==> src/rtl/mips_pkg.sv <==
// mips_pkg: shared constants for the multicycle R-type MIPS core.
// Field positions, opcode/funct codes and the FSM state encoding.
package mips_pkg;

    localparam int OPC_MSB   = 31;
    localparam int OPC_LSB   = 26;
    localparam int RS_MSB    = 25;
    localparam int RS_LSB    = 21;
    localparam int RT_MSB    = 20;
    localparam int RT_LSB    = 16;
    localparam int RD_MSB    = 15;
    localparam int RD_LSB    = 11;
    localparam int SHAMT_MSB = 10;
    localparam int SHAMT_LSB = 6;
    localparam int FUNCT_MSB = 5;
    localparam int FUNCT_LSB = 0;

    localparam logic [5:0] OP_RTYPE = 6'h00;

    localparam logic [5:0] F_SLL  = 6'h00;
    localparam logic [5:0] F_SRL  = 6'h02;
    localparam logic [5:0] F_SRA  = 6'h03;
    localparam logic [5:0] F_ADD  = 6'h20;
    localparam logic [5:0] F_ADDU = 6'h21;
    localparam logic [5:0] F_SUB  = 6'h22;
    localparam logic [5:0] F_SUBU = 6'h23;
    localparam logic [5:0] F_AND  = 6'h24;
    localparam logic [5:0] F_OR   = 6'h25;
    localparam logic [5:0] F_XOR  = 6'h26;
    localparam logic [5:0] F_NOR  = 6'h27;
    localparam logic [5:0] F_SLT  = 6'h2A;
    localparam logic [5:0] F_SLTU = 6'h2B;

    typedef enum logic [1:0] {
        S_IDLE,
        S_DECODE,
        S_EXEC,
        S_DONE
    } state_e;

endpackage

==> src/rtl/mips_alu_p.sv <==
// mips_alu_p: combinational R-type ALU with signed-overflow and unknown-funct flags.
module mips_alu_p
    import mips_pkg::*;
#(
    parameter int DATA_W = 32
) (
    input  logic [DATA_W-1:0] a_i,
    input  logic [DATA_W-1:0] b_i,
    input  logic [4:0]        shamt_i,
    input  logic [5:0]        funct_i,
    output logic [DATA_W-1:0] result_o,
    output logic              overflow_o,
    output logic              illegal_o
);
    localparam int M = DATA_W - 1;
    logic [DATA_W-1:0] sum, diff;
    assign sum  = a_i + b_i;
    assign diff = a_i - b_i;
    always_comb begin
        result_o   = '0;
        overflow_o = 1'b0;
        illegal_o  = 1'b0;
        case (funct_i)
            F_ADD: begin
                result_o   = sum;
                overflow_o = (a_i[M] == b_i[M]) && (sum[M] != a_i[M]);
            end
            F_ADDU: result_o = sum;
            F_SUB: begin
                result_o   = diff;
                overflow_o = (a_i[M] != b_i[M]) && (diff[M] != a_i[M]);
            end
            F_SUBU: result_o = diff;
            F_AND:  result_o = a_i & b_i;
            F_OR:   result_o = a_i | b_i;
            F_XOR:  result_o = a_i ^ b_i;
            F_NOR:  result_o = ~(a_i | b_i);
            F_SLT:  result_o = DATA_W'($signed(a_i) < $signed(b_i));
            F_SLTU: result_o = DATA_W'(a_i < b_i);
            F_SLL:  result_o = b_i << shamt_i;
            F_SRL:  result_o = b_i >> shamt_i;
            F_SRA:  result_o = $signed(b_i) >>> shamt_i;
            default: illegal_o = 1'b1;
        endcase
    end
endmodule

==> src/rtl/mips_multicycle_core.sv <==
// mips_multicycle_core: multicycle R-type MIPS core, IDLE->DECODE->EXEC->DONE, register file inside.
// Macro MIPS_CORE_OVF_TRAP_EN: add/sub signed overflow raises overflow and suppresses the rd write.
module mips_multicycle_core
    import mips_pkg::*;
#(
    parameter int DATA_W   = 32,
    parameter int NUM_REGS = 32
) (
    input  logic              clk,
    input  logic              rst_n,
    input  logic              instr_valid,
    output logic              instr_ready,
    input  logic [31:0]       instruction,
    output logic              result_valid,
    input  logic              result_ready,
    output logic [DATA_W-1:0] result,
    output logic              illegal,
    output logic              overflow
);
    localparam int IDX_W = (NUM_REGS > 1) ? $clog2(NUM_REGS) : 1;

    state_e            state_q, state_d;
    logic [31:0]       instr_q;
    logic [DATA_W-1:0] rf_q [NUM_REGS];
    logic [DATA_W-1:0] a_q, b_q, result_q, alu_y;
    logic              illegal_q, alu_ovf, alu_bad, ovf_trap, bad, wr_en;
    logic [4:0]        rs, rt, rd;

    assign rs = instr_q[RS_MSB:RS_LSB];
    assign rt = instr_q[RT_MSB:RT_LSB];
    assign rd = instr_q[RD_MSB:RD_LSB];

    mips_alu_p #(.DATA_W(DATA_W)) u_alu (
        .a_i        (a_q),
        .b_i        (b_q),
        .shamt_i    (instr_q[SHAMT_MSB:SHAMT_LSB]),
        .funct_i    (instr_q[FUNCT_MSB:FUNCT_LSB]),
        .result_o   (alu_y),
        .overflow_o (alu_ovf),
        .illegal_o  (alu_bad)
    );

    assign bad = (instr_q[OPC_MSB:OPC_LSB] != OP_RTYPE) | alu_bad
               | (int'(rs) >= NUM_REGS) | (int'(rt) >= NUM_REGS) | (int'(rd) >= NUM_REGS);

`ifdef MIPS_CORE_OVF_TRAP_EN
    logic overflow_q;
    assign ovf_trap = alu_ovf & ~bad;
    always_ff @(posedge clk) begin
        if (!rst_n)
            overflow_q <= 1'b0;
        else if (state_q == S_EXEC)
            overflow_q <= ovf_trap;
    end
    assign overflow = overflow_q;
`else
    logic unused_ovf;
    assign unused_ovf = alu_ovf;
    assign ovf_trap   = 1'b0;
    assign overflow   = 1'b0;
`endif

    // $0 is never written, so its reset value of zero makes it read as 0.
    assign wr_en = (state_q == S_EXEC) & ~bad & ~ovf_trap & (rd != 5'd0);

    always_ff @(posedge clk) begin
        if (!rst_n)
            state_q <= S_IDLE;
        else
            state_q <= state_d;
    end

    always_comb begin
        state_d = state_q;
        case (state_q)
            S_IDLE:   state_d = instr_valid ? S_DECODE : S_IDLE;
            S_DECODE: state_d = S_EXEC;
            S_EXEC:   state_d = S_DONE;
            default:  state_d = result_ready ? S_IDLE : S_DONE;
        endcase
    end

    always_comb begin
        instr_ready  = (state_q == S_IDLE);
        result_valid = (state_q == S_DONE);
    end

    always_ff @(posedge clk) begin
        if (!rst_n) begin
            instr_q   <= '0;
            a_q       <= '0;
            b_q       <= '0;
            result_q  <= '0;
            illegal_q <= 1'b0;
            for (int i = 0; i < NUM_REGS; i++)
                rf_q[i] <= DATA_W'(i);
        end else begin
            if (state_q == S_IDLE && instr_valid)
                instr_q <= instruction;
            if (state_q == S_DECODE) begin
                a_q <= rf_q[rs[IDX_W-1:0]];
                b_q <= rf_q[rt[IDX_W-1:0]];
            end
            if (state_q == S_EXEC) begin
                result_q  <= bad ? '0 : alu_y;
                illegal_q <= bad;
            end
            if (wr_en)
                rf_q[rd[IDX_W-1:0]] <= alu_y;
        end
    end

    assign result  = result_q;
    assign illegal = illegal_q;
endmodule

==> config.mk <==
export PLATFORM = sky130hd
export DESIGN_NAME = mips_multicycle_core
export DESIGN_NICKNAME = d
export VERILOG_FILES = /design/src/rtl/mips_pkg.sv /design/src/rtl/mips_alu_p.sv /design/src/rtl/mips_multicycle_core.sv
export SDC_FILE = /design/constraint.sdc
export NUM_CORES = 2
export LEC_CHECK = 0
export CAP_MARGIN = 20
export CORE_AREA = 10 10 401 305
export CTS_CLUSTER_DIAMETER = 60
export DETAILED_ROUTE_END_ITERATION = 12
export DIE_AREA = 0 0 411 315
export PLACE_DENSITY_LB_ADDON = 0.08
export SYNTH_ARGS = -nofsm -noshare
export SYNTH_HDL_FRONTEND = slang
export SYNTH_SLANG_ARGS = --single-unit
==> constraint.sdc <==
create_clock -name clk -period 3.92 [get_ports clk]
set_input_delay 0.98 -clock clk [delete_from_list [all_inputs] [get_ports clk]]
set_output_delay 0.98 -clock clk [all_outputs]
set_load 0.02 [all_outputs]
* Word-level counts from Yosys, hierarchy flattened
Memory sizes are Yosys's and may differ from the RTL's. A register that Yosys moved wholly into a read port is not among the register bits.
Index checks and enable logic that the tools add are counted.
** Operators by class
- Shift operators :: 3
- $lt $le $gt $ge :: 2
- Equality and inequality tests :: 15
- Bitwise gates (word level) :: 8
- Add/sub/neg operators :: 2
- Reductions and logical operators :: 11
- Mux-type cells :: 13
** Operators by type and width (number)
- one-hot mux 32 bit (11 select lines) :: 1
- less-than comparator 32 bit :: 2
- two-way mux 32 bit :: 2
- == test 6 bit (second input constant) :: 10
- adder 32 bit :: 1
- bitwise AND 32 bit :: 1
- NOT 32 bit :: 1
- bitwise OR 32 bit :: 1
- OR reduction 32 bit :: 1
- << shifter 32 x 5 -> 32 bit :: 1
- >> shifter 32 x 5 -> 32 bit :: 1
- >>> shifter 32 x 5 -> 32 bit :: 1
- subtractor 32 bit :: 1
- XOR 32 bit :: 1
- OR reduction 13 bit :: 1
- == test 6 x 2 -> 1 bit (second input constant) :: 2
- two-way mux 1 bit :: 7
- logical NOT 6 bit :: 1
- one-hot mux 2 bit (3 select lines) :: 1
- nonzero test 6 bit :: 1
- two-way mux 5 bit :: 1
- nonzero test 5 bit :: 1
- == test 2 bit (second input constant) :: 2
- OR reduction 2 bit :: 2
- 8 further kinds :: 10
** Word-level totals
- Bits of input ports :: 36
- Bits in registers :: 67
- Output and inout bits :: 36
- RAM bits :: 1024
- Word-level logic and storage cells :: 59
- Memories :: 1
** Memory list
- rf_q :: depth 32, bits a word 32, read ports 2, clocked after memory_dff 2, wr ports 32, RTL line mips_multicycle_core.sv:24 : logic [DATA_W-1:0] rf_q [NUM_REGS];

* Depth between registers and ports, before layout
- Depth after elaboration :: 12
- Depth in mapped cells :: 15
- Gate-level depth less buffers :: 13

* Cells and area by module
From an unflattened synthesis, not the netlist that was laid out.
** Unflattened totals
- Cell total of the unflattened synthesis :: 6367
- Area, all modules :: 69265.2 sq um
** By module, submodules not included
- mips_multicycle_core :: times used 1, cells each 4960, seq. area each 33372.0 sq um, area an instance 59935.0 sq um
- mips_alu_p :: times used 1, cells each 1407, seq. area each 0.0 sq um, area an instance 9330.2 sq um

* Least setup slack after synthesis
Ideal clock, no wire load.
- Kind :: input to register
- Start point :: input port rst_n
- End point :: memory rf_q[14][0] (enable)
- Required time :: 3531 ps
- Path buffers :: 4
- Setup slack :: 135 ps
- Arrival time :: 3395 ps
- Setup time :: 389 ps
- Stages on the path :: 10
- Cells stage by stage :: clkbuf_1 -> nand4_1 -> or2_2 -> nor2_1 -> and2_1 -> clkbuf_1 -> clkbuf_1 -> nand2_1 -> clkbuf_1 -> nand2_1
** RTL lines
- from (decl) :: RTL line mips_multicycle_core.sv:10 : input logic rst_n,
- to (decl) :: RTL line mips_multicycle_core.sv:24

==> parameters.txt <==
Parameter                              Value

Run status
  Status    finished clean

Global route
  Antenna violations before repair    7
  Overall global routing resource usage    0.380
  Final global-route overflow total    0
  Pin count of the biggest net entering global routing    approximately 110
  Number of global-route vias before repair    approximately 47,000
  First-pass GRT wire length    roughly 350 mm

Power and ir drop
  Total power draw    approximately 46,000 uW
  Portion of total power attributed to sequential cells    0.319
  Combinational share of power    0.435
  Cell Int Power    approximately 28,000 uW
  Clock share of power    0.246
  Power per Cell Area    614 nW/um2
  Switching power as a share of total power    0.399
  Leakage power summed over all cells    approximately 0.025 uW
  Maximum vdd ir drop    0.501 mV
  Switching Power    about 18,000 uW

Synth
  Most used DFF post-synth    edfxtp_1
  Flops & latches, synth    roughly 1,200
  Post-synth EDFFs    roughly 1,000
  Sequential fraction of the synthesis area    0.506
  Number of distinct standard cells referenced by the synthesized netlist    96
  Area of the mapped netlist    65,900 um2
  Share of flip-flops with an asynchronous set or reset after synthesis    0
  Count of yosys warnings during synthesis    0
  Syn avg cell area    13.0 um2
  Gate count of the mapped netlist    between 5,000 and 6,000

Timing
  RSZ-0062 raised after global routing    no
  Final setup skew    between 0.03 and 0.04 ns
  Min Hold Slack    between 0.4 and 0.5 ns
  Final number of setup-violating endpoints    0
  Minimum setup slack in the final design    roughly 0.044 ns
  Tcrit/Tclk final    0.989
  Slew @ Worst Pin    1.23 ns
  Number of max-slew violations in the final report    0
  Tightest slew margin relative to the limit    0.173
  Achievable Freq    between 200 and 300 MHz
  Number of hold violations in the final report    0
  Final period demand of the worst path    roughly 3.9 ns
  Post-Route Setup TNS    0 ns

Place
  Estimated wirelength of the detail-placed design    approximately 170 mm
  Number of buffers added on ports    70
  GPL Wtd Cong    1.06
  Worst Setup Slack post-DPL    around 0.032 ns

Final layout
  Share of cells above drive strength 1    0.282
  Sequential cell area    ~33,000 um2
  Total Nets Final    around 5,400
  Area of combinational cells with multiple inputs    approximately 30,000 um2
  Area added between synthesis and finish    14.2%
  Antenna diode instance count    0
  Filler instances    around 8,300

Floorplanning
  Core area    between 100,000 and 150,000 um2
  Starting utilization of the core area    0.575
  Number of core rows    about 110
  Die boundary width    411 um
  Die area    ~130,000 um2
  Number of top-level design ports    72
  Floorplan die height    315 um

CTS
  Clock buffers created by TritonCTS    ~120
  Count of clock tree sinks    1,155
  Buffer type at the clock tree root    clkbuf_16
  H-tree depth    3
  Worst-path clk slew    ~0.06 ns
  Buffer depth of the longest clock path    3
  CTS tree    done
  Worst-skew pair later-pin latency    about 0.8 ns

Drt
  Wire length per cell    ~36 um
  Initial DRC count    about 8,300
  Number of remaining DRC errors    0
  Total via count in the routed design    49,100
  Detail Route Antenna Nets    0
  Mean number of vias per cell    about 7.2
  WL final    ~250 mm
  Total iterations of the first detailed-routing run    9

Critical path
  Arrival time worst endpoint    around 4.4 ns
  Worst R2R Start    a_q[21]$_SDFFE_PN0N_
  CP Launch Point    a_q[21]$_SDFFE_PN0N_
  CP endpoint kind    flop
  Slowest CP cell    ha_1
  Data required, critical path    4.40 ns
  Worst path cell trace    inv_1, ha_1, nand2_1, nor2_1, buf_4, a32oi_1, buf_4, a31oi_1, buf_4, nor4b_1, a211oi_1, or3_1, a31oi_4, buf_12, nor2_1
  Critical path's largest stage delay    ~0.44 ns
  Crit path top cell by count    buf_4
  Critical Path Start Type    flop
  Type of the setup path with the least slack    flop to flop
  Critical path fanouts, max    32

Job
  Max-Cap Viols    0

Hold path
  Startpoint of the worst hold path    result[7]$_SDFFE_PN0N_
  Path type of the worst min-delay path    flop to flop
[flip-flops by register name (all words and copies together) (netlist names)]
| signal | flops |
|---|---|
| a_q | 32 |
| rf_q | 1024 |
| instr_q | 32 |
| result | 32 |
| state_q | 2 |
| b_q | 32 |
| illegal | 1 |
[what timing repair did]
item,in CTS,in global routing
setup endpoints to repair,0,306
setup buffers,0,2
hold endpoints to repair,0,0
hold buffers,0,0
resized for setup,0,21
[final timing paths]
check / endpoint / slack (ns) / depth (start not counted)
setup / recovery: rf_q[24][31]$_SDFFCE_PN0P_ / 0.04 / 15
hold / removal: result[7]$_SDFFE_PN0N_ / 0.45 / 2
setup reg to reg: rf_q[24][31]$_SDFFCE_PN0P_ / 0.04 / 15
hold reg to reg: result[7]$_SDFFE_PN0N_ / 0.45 / 2
[power by group through the flow]
stage,clock [uW],combinational [uW],sequential [uW]
final,11400,20100,14700
after floorplan,0,11000,14600
after detailed placement,0,19000,15000
after global routing,11900,20700,14800
after CTS,11400,19100,14700
after global placement,0,19100,14900
[routing by layer]
layer	up-vias	track usage	share of wire
met5	-	0	0.00014
met4	6	0.131	0.042
met3	564	0.145	0.17
met2	4155	0.512	0.41
met1	24800	0.562	0.38
li1	19600	-	-
[kinds of logic (layout without fill, tap and decap cells)]
| group | Yosys count | in the layout | synth area share |
|---|---|---|---|
| AO/OA/AOI/OAI | 625 | 625 | 0.0660 |
| XOR/XNOR | 42 | 42 | 0.00558 |
| adder cells (fa/ha/maj) | 103 | 103 | 0.0198 |
| buffers and inverters | 628 | 836 | 0.0406 |
| flip-flops | 1155 | 1155 | 0.506 |
| multiplexers | 842 | 842 | 0.257 |
| other | 1 | 33 | 0.0000569 |
| AND/OR/NAND/NOR | 1681 | 1681 | 0.104 |
[layout make-up]
cell class | instances | share of cell area
tap | 1540 | 0.0256
sequential | 1155 | 0.444
inverter | 108 | 0.00545
multi-input combinational | 3326 | 0.404
clock buffer | 166 | 0.0432
timing repair buffer | 507 | 0.0698
clock inverter | 55 | 0.00806
[critical path, delay by kind of cell (launching register included)]
family / cells / cell delay (ns)
adders and majority gates: 1 / 0.44
AOI/OAI and AO/OA: 4 / 0.76
buffers and inverters: 5 / 0.88
DFF: 1 / 0.33
and+or+nand+nor: 5 / 1.16
[synth_stat cells (8+ instances only)]
cell | count | area, um2
a211o_1 | 12 | 105
a211oi_1 | 92 | 691
a211oi_2 | 8 | 100
a21o_1 | 13 | 97.6
a21oi_1 | 156 | 781
a221o_1 | 13 | 130
a221oi_1 | 17 | 149
a22oi_1 | 11 | 82.6
a31oi_1 | 21 | 131
and2_1 | 11 | 68.8
and3_1 | 10 | 62.6
buf_1 | 68 | 255
buf_2 | 140 | 701
buf_4 | 13 | 97.6
buf_6 | 10 | 113
clkbuf_1 | 287 | 1080
dfxtp_1 | 131 | 2620
edfxtp_1 | 1024 | 30700
ha_1 | 101 | 1260
inv_1 | 104 | 390
mux2_2 | 16 | 180
mux2i_1 | 146 | 1460
mux4_2 | 677 | 15200
nand2_1 | 341 | 1280
nand2b_1 | 17 | 106
nand3_1 | 49 | 245
nand4_1 | 14 | 87.6
nor2_1 | 1100 | 4130
nor2_2 | 36 | 225
nor2b_1 | 18 | 113
nor3_1 | 38 | 190
o211ai_1 | 19 | 143
o21a_1 | 12 | 90.1
o21ai_0 | 105 | 526
o21bai_1 | 20 | 150
o221ai_1 | 10 | 87.6
o22ai_1 | 23 | 144
o31ai_1 | 17 | 128
xnor2_1 | 35 | 307
[through the flow]
stage | utilization | cell area, um2 | instances
after floorplan | - | 66000 | 5109
after global placement | 0.621 | 71300 | 6633
after detailed placement | 0.621 | 71300 | 6633
after CTS | 0.655 | 75100 | 6854
after global routing | 0.656 | 75300 | 6857
final | 0.656 | 75300 | 6857
[layout by cell type (no fill, tap or decap), types with 35 or more instances in the layout]
master	Yosys	final
nor2_1	1100	1096
edfxtp_1	1024	1024
mux4_2	677	677
buf_4	13	336
nand2_1	341	279
a21oi_1	156	152
mux2i_1	146	146
clkbuf_16	0	120
dfxtp_1	131	113
o21ai_0	105	104
inv_1	104	102
buf_12	0	99
ha_1	101	98
a211oi_1	92	90
clkdlybuf4s50_1	0	69
nand2_2	0	62
nand3_1	49	49
nor2_2	36	39
nor3_1	38	37
clkbuf_1	287	37
xnor2_1	35	35
Note: power is estimated with default switching activity, not from simulation.
